**config.mk**
```make
export PLATFORM = sky130hd
export DESIGN_NAME = fetch_ctrl
export DESIGN_NICKNAME = d
export VERILOG_FILES = /design/src/rtl/fetch_ctrl_pkg.sv /design/src/rtl/fetch_fifo.sv /design/src/rtl/fetch_ctrl.sv
export SDC_FILE = /design/constraint.sdc
export NUM_CORES = 1
export LEC_CHECK = 0
export BUFFER_PORTS_ARGS = -buffer_cell sky130_fd_sc_hd__buf_2
export CORE_MARGIN = 4
export CORE_UTILIZATION = 53
export DETAILED_ROUTE_END_ITERATION = 8
export HOLD_SLACK_MARGIN = 0.06
export PLACE_DENSITY = 0.76
export SYNTH_ARGS = -nofsm -noshare
export SYNTH_HDL_FRONTEND = slang
export SYNTH_SLANG_ARGS = --single-unit
```
**constraint.sdc**
```tcl
create_clock -name clk -period 3.65 [get_ports clk]
set_input_delay 0.5475 -clock clk [delete_from_list [all_inputs] [get_ports clk]]
set_output_delay 0.5475 -clock clk [all_outputs]
set_load 0.05 [all_outputs]
```
**src/rtl/fetch_ctrl_pkg.sv**
```systemverilog
// Shared widths, queue entry layout and slot-mask helper for the fetch front end.
package fetch_ctrl_pkg;

    localparam int unsigned BR_WD       = 33;
    localparam int unsigned FQ_ENTRY_WD = 98;

    typedef struct packed {
        logic [31:0] pc;
        logic [63:0] inst;
        logic [1:0]  mask;
    } fq_entry_t;

    // A fetch starting at the upper word of a packet only carries slot 1.
    function automatic logic [1:0] slot_mask(input logic [31:0] pc);
        return pc[2] ? 2'b10 : 2'b11;
    endfunction

endpackage

```
**src/rtl/fetch_fifo.sv**
```systemverilog
// Circular queue with synchronous flush and a registered head that holds its
// last value once the queue drains.
module fetch_fifo #(
    parameter int unsigned DEPTH = 4,
    parameter int unsigned WIDTH = 98
) (
    input  logic                   clk,
    input  logic                   resetn,
    input  logic                   flush,
    input  logic                   push,
    input  logic                   pop,
    input  logic [WIDTH-1:0]       din,
    output logic [$clog2(DEPTH):0] count,
    output logic                   head_valid,
    output logic [WIDTH-1:0]       head
);

    localparam int unsigned AW = $clog2(DEPTH);
    localparam int unsigned CW = AW + 1;

    logic [WIDTH-1:0] mem [DEPTH];
    logic [AW-1:0]    rd_ptr;
    logic [AW-1:0]    wr_ptr;
    logic [AW-1:0]    rd_next;
    logic             do_pop;

    assign head_valid = (count != '0);
    assign do_pop     = pop & head_valid;
    assign rd_next    = rd_ptr + AW'(1);

    always_ff @(posedge clk) begin
        if (push && !flush) begin
            mem[wr_ptr] <= din;
        end
    end

    always_ff @(posedge clk or negedge resetn) begin
        if (!resetn) begin
            rd_ptr <= '0;
            wr_ptr <= '0;
            count  <= '0;
            head   <= '0;
        end else if (flush) begin
            rd_ptr <= '0;
            wr_ptr <= '0;
            count  <= '0;
        end else begin
            if (push) begin
                wr_ptr <= wr_ptr + AW'(1);
            end
            if (do_pop) begin
                rd_ptr <= rd_next;
            end
            case ({push, do_pop})
                2'b10:   count <= count + CW'(1);
                2'b01:   count <= count - CW'(1);
                default: count <= count;
            endcase
            // Head reloads from the incoming word when the queue is (or becomes) empty
            // at that point, otherwise from the next stored entry; empty keeps the old value.
            if (!head_valid || (do_pop && count == CW'(1))) begin
                if (push) begin
                    head <= din;
                end
            end else if (do_pop) begin
                head <= mem[rd_next];
            end
        end
    end

endmodule

```
**src/rtl/fetch_ctrl.sv**
```systemverilog
// Fetch sequencer: 8-byte-aligned SRAM fetch with one-cycle latency, credit-based
// issue into a small packet queue, and branch-redirect flush.
module fetch_ctrl
    import fetch_ctrl_pkg::*;
#(
    parameter logic [31:0] RESET_PC = 32'hbfc0_0000,
    parameter int unsigned FQ_DEPTH = 4
) (
    input  logic             clk,
    input  logic             resetn,
    input  logic [BR_WD-1:0] br_bus,
    input  logic             stall,
    output logic             inst_sram_en,
    output logic [31:0]      inst_sram_addr,
    input  logic [63:0]      inst_sram_rdata,
    output logic             out_valid,
    output logic [31:0]      out_pc,
    output logic [63:0]      out_inst,
    output logic [1:0]       out_mask
);

    localparam int unsigned CW = $clog2(FQ_DEPTH) + 1;
    localparam logic [CW:0] DEPTH_V = (CW + 1)'(FQ_DEPTH);

    logic        br_e;
    logic [31:0] br_addr;
    logic [31:0] fetch_pc;
    logic        inflight;
    logic [31:0] inflight_pc;
    logic [1:0]  inflight_mask;
    logic [CW-1:0] count;
    logic [CW:0]   used;
    logic        issue;
    logic        push;
    logic        pop;
    fq_entry_t   enq;
    fq_entry_t   head;

    assign {br_e, br_addr} = br_bus;

    // Credits cover both queued packets and the one still in the SRAM pipe;
    // resetn gating keeps the request low for the whole time reset is held.
    assign used         = {1'b0, count} + {{CW{1'b0}}, inflight};
    assign issue        = resetn & ~br_e & (used < DEPTH_V);
    assign inst_sram_en = issue;
    assign inst_sram_addr = {fetch_pc[31:3], 3'b000};

    assign push = inflight & ~br_e;
    assign pop  = ~stall & ~br_e;
    assign enq  = '{pc: inflight_pc, inst: inst_sram_rdata, mask: inflight_mask};

    always_ff @(posedge clk or negedge resetn) begin
        if (!resetn) begin
            fetch_pc      <= RESET_PC;
            inflight      <= 1'b0;
            inflight_pc   <= '0;
            inflight_mask <= '0;
        end else begin
            inflight <= issue;
            if (br_e) begin
                fetch_pc <= {br_addr[31:2], 2'b00};
            end else if (issue) begin
                fetch_pc      <= {fetch_pc[31:3] + 29'd1, 3'b000};
                inflight_pc   <= {fetch_pc[31:3], 3'b000};
                inflight_mask <= slot_mask(fetch_pc);
            end
        end
    end

    fetch_fifo #(
        .DEPTH(FQ_DEPTH),
        .WIDTH(FQ_ENTRY_WD)
    ) u_fifo (
        .clk       (clk),
        .resetn    (resetn),
        .flush     (br_e),
        .push      (push),
        .pop       (pop),
        .din       (enq),
        .count     (count),
        .head_valid(out_valid),
        .head      (head)
    );

    assign out_pc   = head.pc;
    assign out_inst = head.inst;
    assign out_mask = head.mask;

endmodule

```
==> results of run 1 <==
==> synthesized netlist by cell type, types with 2 or more instances <==
master    number
and3_1        10
nand2_1      219
nor3_1         5
maj3_1         2
and2_1         3
nand4_4        2
o311ai_0       4
nand4_1        5
buf_1          2
o21ai_2        2
xnor2_1       19
nor4_1         4
nand3_1       11
mux2i_1       98
clkbuf_1      30
dfrtp_1      155
nor2b_1        2
nand2b_1       4
nor4_2         2
inv_1         10
mux4_2        95
ha_1           9
xor2_1         7
edfxtp_1     380
nor2_1        13
dfstp_2        9
buf_2         23
o211ai_1       5
o21ai_0      120
buf_4         48
==> sequential cells by signal (all words and copies together), names as in the netlist <==
name and cells:
fetch_pc 30, inflight 1, inflight_mask 2, inflight_pc 29, u_fifo.count 3, u_fifo.head 95
u_fifo.mem 380, u_fifo.rd_ptr 2, u_fifo.wr_ptr 2
==> power by group <==
group | internal, uW | switching, uW
logic | 1980 | 4090
clock network | 2850 | 2220
registers | 7580 | 698
==> critical path: stages (launching register included) <==
cell	delay (ps)
dfrtp_1	680
nand3_1	300
nand2_2	150
clkinv_2	320
buf_2	350
==> worst min path at each step <==
stage                   end  slack, ps  startpoint
2_1_floorplan  fetch_pc[10]        250      resetn
3_3_place_gp       inflight        420      resetn
3_5_place_dp       inflight        420      resetn
4_1_cts        fetch_pc[12]        130  br_bus[12]
5_1_grt        fetch_pc[12]        150  br_bus[12]
6_report       fetch_pc[30]        170  br_bus[30]
==> layout make-up <==
| type | count | share of cell area |
|---|---|---|
| Tap cell | 525 | 0.02637 |
| Multi-Input combinational cell | 665 | 0.2240 |
| Sequential cell | 544 | 0.6236 |
| Clock inverter | 22 | 0.006379 |
| Clock buffer | 77 | 0.05847 |
| Inverter | 11 | 0.001708 |
| Timing Repair Buffer | 250 | 0.05942 |
==> routing by layer <==
metal / share of wire / track usage / vias to the layer above
met1: 0.42 / 0.2852 / 6019
met4: 0.028 / 0.06391 / 0
met2: 0.48 / 0.3219 / 364
met3: 0.066 / 0.03989 / 84
met5: 0 / 0 / -
li1: - / - / 5338
==> cell usage in the layout, fill, tap and decap left out, types with 11 or more instances in the layout <==
| cell | synthesis | routed |
|---|---|---|
| mux2i_1 | 98 | 98 |
| xnor2_1 | 19 | 19 |
| clkbuf_1 | 30 | 20 |
| buf_4 | 48 | 14 |
| edfxtp_1 | 380 | 380 |
| clkbuf_16 | 0 | 53 |
| buf_2 | 23 | 222 |
| nand2_1 | 219 | 219 |
| buf_12 | 0 | 12 |
| dfrtp_1 | 155 | 153 |
| nor2_1 | 13 | 13 |
| mux4_2 | 95 | 95 |
| nand3_1 | 11 | 11 |
| o21ai_0 | 120 | 120 |
==> stage by stage <==
step,worst slack [ps],util,instance area (sq um),hold WS [ps],std cells
after global routing,562.4,0.6212,24910,153.8,2094
final,729.4,0.6212,24910,167.2,2094
after CTS,695.9,0.6212,24910,131.6,2094
after detailed placement,908.1,0.5807,23280,421.5,1994
after global placement,967.0,0.5807,23280,423.2,1994
after floorplan,928.4,-,21710,251.9,1323
==> kinds of logic after synthesis <==
| logic type | share of synthesized area |
|---|---|
| flops | 0.7159 |
| buf+inv | 0.02942 |
| mux | 0.1444 |
| simple gates | 0.05885 |
| xor+xnor | 0.01050 |
| fa+ha+maj | 0.006116 |
| other cells | 0.0001729 |
| compound gates | 0.03462 |
==> key figures, run 1 <==
Clock tree
  • Clock latency at the later pin of the worst-skew pair: 590 ps
  • Post-cts resize count: 0
  • Clock Sinks: 544
  • # hold bufs at CTS: 1
  • Num CTS Buffers: 53
  • CTS tree: done
  • Postcts setup bufs: 0
  • Bufs on Longest Clock Path: 3
  • Cell at the root of the clock tree: clkbuf_16
  • Worst-path clk slew: about 60 ps
  • H-tree levels: 2

Global routing
  • Antenna violations before repair: 0
  • Largest net degree at the start of global routing: 154
  • Gr ovfl total: 0
  • First-pass GRT wire length: 69740 microns
  • Vias in the first global route: roughly 12000
  • GR Util All Layers: 0.2014

Timing
  • Clk_skew: 16.04 ps
  • Rel. slew slack: 0.3766
  • Final hold vios: 0
  • Slew Limit Fails: 0
  • RSZ-0062 raised after global routing: false
  • F_max: 342.4 MHz
  • Finish-stage setup viols: 0
  • TNS Setup: 0 ps
  • Final period util: 0.8002
  • Final Critical Period: 2921 ps
  • Slew @ Worst Pin: 935.0 ps

Yosys
  • Share of the synthesized area in the top cell type: 0.5262
  • FF+latch count, synth: 544
  • Syn Area/Cell: 16.45 sq um
  • Post-synthesis cell type count: 50
  • Leading area contributor after synthesis: edfxtp_1
  • Mapped Cells: 1318
  • Top_reg_cell synth: edfxtp_1
  • Synth top area cells: edfxtp_1 (53%), dfrtp_1 (18%), mux4_2 (9.9%)
  • Sequential area share after synthesis: 0.7159
  • Synth warn: 0
  • FFs w/ async S/R, synth: 0.3015
  • Post-synth EDFFs: between 300 and 400
  • Mapped Area: 21690 sq um

Detailed routing
  • 1st-iter DRT viols: 904
  • Remaining antenna violation count: 0
  • Vias: 11810
  • DRC: 0
  • DRT Pass-1 Iters: 5
  • Vias per cell: 5.638
  • DRT Wirelength: approximately 44000 microns
  • Routed WL per cell: 21.21 microns

Power and ir drop
  • Max IR drop VDD: 0.5907 mV
  • Pwr Density: approximately 800 nW/um^2
  • Overall Power: 19420 uW
  • Leak Pwr: 0.009459 uW

Die
  • Die span in x: 210.3 microns
  • Die H: 210.3 microns
  • I/O pins: about 230
  • Full die area: 44220 sq um
  • Initial cell density of the core: 0.5409
  • Std cell rows: between 70 and 80
  • Core area: 40100 sq um

Min path
  • Worst hold stages: 3
  • Worst hold path type: primary input to flop

Worst setup path
  • Arrival time at the worst endpoint: 2370 ps
  • Crit Path Max Fanout: 29
  • Critical path origin: inflight
  • R2R Path End: u_fifo.head[63]
  • Worst R2R Setup Slack: around 1100 ps
  • Worst r2r path cells: 7
  • Req. time, crit path: 3100 ps
  • Crit start category: flop
  • Worst r2r src: u_fifo.count[1]
  • CP endpoint kind: primary output
  • Setup crit end: inst_sram_en
  • Setup Crit Path Kind: flop to primary output

Cells and area
  • Register area: 15530 sq um
  • Area Growth Syn to Fin: 14.86%
  • Number of fill cells in the layout: about 2900
  • ANT cells: 0
  • Area used by multi-input combinational logic: 5580 sq um
  • Layout cell share with drive strength beyond 1: 0.2836
  • Nets: 1634

Placement
  • DP HPWL: roughly 27000 microns
  • Gpl congestion: 0.8490
  • Port Buf Inserts: 223

Flow run
  • Max-cap violations: 0

Outcome
  • Outcome: finished, final reports clean
No activity file was read; power rests on OpenSTA's default activity.
==> run 2, diff against run 1 <==
--- a/config.mk
+++ b/config.mk
@@ -5,12 +5,13 @@
 export SDC_FILE = /design/constraint.sdc
 export NUM_CORES = 1
 export LEC_CHECK = 0
+export ABC_AREA = 1
 export BUFFER_PORTS_ARGS = -buffer_cell sky130_fd_sc_hd__buf_2
 export CORE_MARGIN = 4
-export CORE_UTILIZATION = 53
+export CORE_UTILIZATION = 55
 export DETAILED_ROUTE_END_ITERATION = 8
 export HOLD_SLACK_MARGIN = 0.06
-export PLACE_DENSITY = 0.76
+export PLACE_DENSITY = 0.75
 export SYNTH_ARGS = -nofsm -noshare
 export SYNTH_HDL_FRONTEND = slang
 export SYNTH_SLANG_ARGS = --single-unit
==> constraint.sdc (replaced) <==
create_clock -name clk -period 2.8 [get_ports clk]
set_input_delay 0.42 -clock clk [delete_from_list [all_inputs] [get_ports clk]]
set_output_delay 0.42 -clock clk [all_outputs]
set_load 0.05 [all_outputs]
==> run 2 against run 1 <==
  * Sequential share of layout area shrank 3.8 points
  * Setup slack lost 420 ps
  * Sequential power grew 34%
  * First-iteration DRC count grew 65%
  * Non-clock buffer count grew 69
  * Die area shrank 0.25%
  * Clock skew shrank 7.0 ps
  * Critical endpoint is now u_fifo.head[6]
  * Largest cell class unchanged
==> key figures, run 2 <==
Detailed routing
  • Vias per cell: 5.493 (was 5.638)
  • 1st-iter DRT viols: 1494 (was 904)
  • DRC: 0 (unchanged)
  • Routed WL per cell: 18.38 microns (was 21.21 microns)
  • Vias: 16210 (was 11810)
  • Remaining antenna violation count: 0 (unchanged)
  • DRT Pass-1 Iters: 5 (unchanged)
  • DRT Wirelength: 54250 microns (was 44410 microns)

Placement
  • Port Buf Inserts: 223 (unchanged)
  • DP Cell Count: 2788 (was 1994)
  • Gpl congestion: 0.8214 (was 0.8490)
  • DP HPWL: 30330 microns (was 26730 microns)

Cells and area
  • Layout cell share with drive strength beyond 1: 0.1509 (was 0.2836)
  • Area used by multi-input combinational logic: 6043 sq um (was 5580 sq um)
  • Nets: 2489 (was 1634)
  • Max FFs per register: 380 (unchanged)
  • Reg with most FFs: u_fifo.mem (unchanged)
  • Biggest regs: u_fifo.mem (380), u_fifo.head (95), fetch_pc (30) (unchanged)
  • Number of fill cells in the layout: 2956 (was 2899)
  • Commonest cells after routing, fill and taps aside: nand2_1 (589), nor2_1 (402), edfxtp_1 (380) (was edfxtp_1 (380), buf_2 (222), nand2_1 (219))
  • Area Growth Syn to Fin: 18.10% (was 14.86%)
  • Most common cell after layout, fill and taps aside: nand2_1 (was edfxtp_1)
  • Register area: 15530 sq um (about the same)
  • Post-route insts no fill: 2952 (was 2094)

Power and ir drop
  • Leak Pwr: 0.01104 uW (was 0.009459 uW)
  • Max IR drop VDD: 0.6921 mV (was 0.5907 mV)
  • Pwr Density: 1109 nW/um^2 (was 779.6 nW/um^2)
  • Overall Power: 29400 uW (was 19420 uW)

Yosys
  • Synth warn: 0 (unchanged)
  • Syn Area/Cell: 10.48 sq um (was 16.45 sq um)
  • Mapped Cells: 2142 (was 1318)
  • Top_reg_cell synth: edfxtp_1 (unchanged)
  • Xor and xnor area share after synthesis: 0.003121 (was 0.01050)
  • Leading area contributor after synthesis: edfxtp_1 (unchanged)
  • Simple-Gate Fraction of Synth Area: 0.1886 (was 0.05885)
  • Largest family of logic cells by synthesized area: simple AND/OR/NAND/NOR gates (was multiplexers)
  • Mux share of post-synthesis cell area: 0 (was 0.1444)
  • Share of the synthesized area in the top cell type: 0.5083 (was 0.5262)
  • FFs w/ async S/R, synth: 0.3015 (unchanged)
  • Most frequent cells after synthesis: nand2_1 (591), nor2_1 (407), edfxtp_1 (380), a21oi_1 (169), dfrtp_1 (155) (was edfxtp_1 (380), nand2_1 (219), dfrtp_1 (155), o21ai_0 (120), mux2i_1 (98))
  • Mapped Area: 22450 sq um (was 21690 sq um)
  • FF+latch count, synth: 544 (unchanged)
  • Most numerous cell in the Yosys netlist: nand2_1 (was edfxtp_1)
  • Synth top area cells: edfxtp_1 (51%), dfrtp_1 (17%), nand2_1 (9.9%) (was edfxtp_1 (53%), dfrtp_1 (18%), mux4_2 (9.9%))
  • Sequential area share after synthesis: 0.6917 (was 0.7159)
  • Post-synthesis cell type count: 33 (was 50)
  • Compound-Gate Fraction of Synth Area: 0.06912 (was 0.03462)
  • Post-synthesis adder-cell area fraction: 0.005016 (was 0.006116)
  • Post-synth EDFFs: 380 (unchanged)

Worst setup path
  • Worst r2r src: u_fifo.rd_ptr[1] (was u_fifo.count[1])
  • Setup Crit Path Kind: flop to flop (was flop to primary output)
  • Arrival time at the worst endpoint: 3030 ps (was 2370 ps)
  • Req. time, crit path: 3330 ps (was 3100 ps)
  • R2R Path End: u_fifo.head[6] (was u_fifo.head[63])
  • Crit start category: flop (unchanged)
  • Worst R2R Setup Slack: 310 ps (was 1120 ps)
  • Critical path origin: u_fifo.rd_ptr[1] (was inflight)
  • Crit Path Max Fanout: 111 (was 29)
  • Worst r2r path cells: 7 (unchanged)
  • CP endpoint kind: flop (was primary output)

Clock tree
  • Clock latency at the later pin of the worst-skew pair: 590 ps (about the same)
  • Clock Sinks: 544 (unchanged)
  • Num CTS Buffers: 54 (was 53)
  • Post-cts resize count: 0 (unchanged)
  • Bufs on Longest Clock Path: 3 (unchanged)
  • CTS tree: done (unchanged)
  • Worst-path clk slew: 60 ps (about the same)
  • # hold bufs at CTS: 61 (was 1)
  • Cell at the root of the clock tree: clkbuf_16 (unchanged)
  • H-tree levels: 2 (unchanged)
  • Postcts setup bufs: 0 (unchanged)

Die
  • Core area: 40010 sq um (was 40100 sq um)
  • Full die area: 44110 sq um (was 44220 sq um)
  • Std cell rows: 73 (unchanged)
  • Die span in x: 210.0 microns (was 210.3 microns)
  • I/O pins: 232 (unchanged)
  • Die H: 210.0 microns (was 210.3 microns)
  • Initial cell density of the core: 0.5611 (was 0.5409)

Global routing
  • Largest net degree at the start of global routing: 165 (was 154)
  • Gr ovfl total: 0 (unchanged)
  • GR Util All Layers: 0.2411 (was 0.2014)
  • First-pass GRT wire length: 85670 microns (was 69740 microns)
  • Vias in the first global route: 16240 (was 12280)
  • Antenna violations before repair: 1 (was 0)

Timing
  • Slew @ Worst Pin: 1194 ps (was 935.0 ps)
  • Final period util: 0.8910
  • Final hold vios: 0 (unchanged)
  • Final Critical Period: 2495 ps
  • Clk_skew: 9.016 ps (was 16.04 ps)
  • Slew Limit Fails: 0 (unchanged)
  • Finish-stage setup viols: 0 (unchanged)
  • RSZ-0062 raised after global routing: false (unchanged)
  • Fin Hold WS: 40.72 ps (was 167.2 ps)
  • TNS Setup: 0 ps (unchanged)
  • Rel. slew slack: 0.2038 (was 0.3766)
  • F_max: 400.8 MHz

Flow run
  • Max-cap violations: 0 (unchanged)

Outcome
  • Outcome: finished, final reports clean (unchanged)

Min path
  • Worst hold path type: primary input to asynchronous set/reset pin (was primary input to flop)
[run 2: changes by cell type after synthesis, moves of 38 or more]
cell and delta:
nor2_1 +394, a21oi_1 +168, nand3_1 +51, mux4_2 -95, mux2i_1 -98, nand2_1 +372, inv_1 +38
[run 2: final cells by class]
class / instances / area share
multi-input cells: 1410 / 0.2280
clock inverters: 30 / 0.01373
well taps: 525 / 0.02478
flip-flops and latches: 544 / 0.5858
diodes: 1 / 0.00009439
clock buffers: 72 / 0.05465
repair buffers: 319 / 0.08566
inverters: 51 / 0.007315
[run 2: worst max-delay path, stage by stage, from the launching register on]
cell and delay (ps):
dfrtp_4 620, buf_4 890, nor2_1 110, nor2_1 140, a21oi_1 50, o21ai_0 290, nand2_1 140, nand2_1 70
[run 2: kinds of logic after synthesis]
group           after synthesis
xor+xnor                      8
buf+inv                     193
flops                       544
other cells                   1
fa+ha+maj                     9
simple gates               1087
compound gates              300
[run 2: layer usage]
layer	GRT usage	vias up	wire, microns
met4	0.07156	0	1474
met1	0.3301	7850	21870
met5	0	-	0
met3	0.03974	115	4095
li1	-	7612	-
met2	0.4041	637	26810
[run 2: report_power, final]
part | internal [uW] | leakage [uW] | switching, uW
clock | 4380 | 0.000882 | 2990
combinational | 2870 | 0.00477 | 8060
sequential | 10100 | 0.00539 | 1030
[run 2: through the flow]
step                      instance area, sq um  setup slack (ps)  utilization
after CTS                                26510             306.8       0.6626
after detailed placement                 24080             462.4       0.6020
after floorplan                          22500             19.23            -
after global routing                     26510             91.49       0.6627
final                                    26510             305.2       0.6627
after global placement                   24080             525.3       0.6020
[run 2: worst max path at each step]
stage          depth (start not counted)                to  slack (ps)
6_report                               7    u_fifo.head[6]         310
2_1_floorplan                          4  u_fifo.mem[0][0]          20
5_1_grt                                7    u_fifo.head[6]          90
3_3_place_gp                           7   u_fifo.head[24]         530
4_1_cts                                7    u_fifo.head[6]         310
3_5_place_dp                           7   u_fifo.head[37]         460
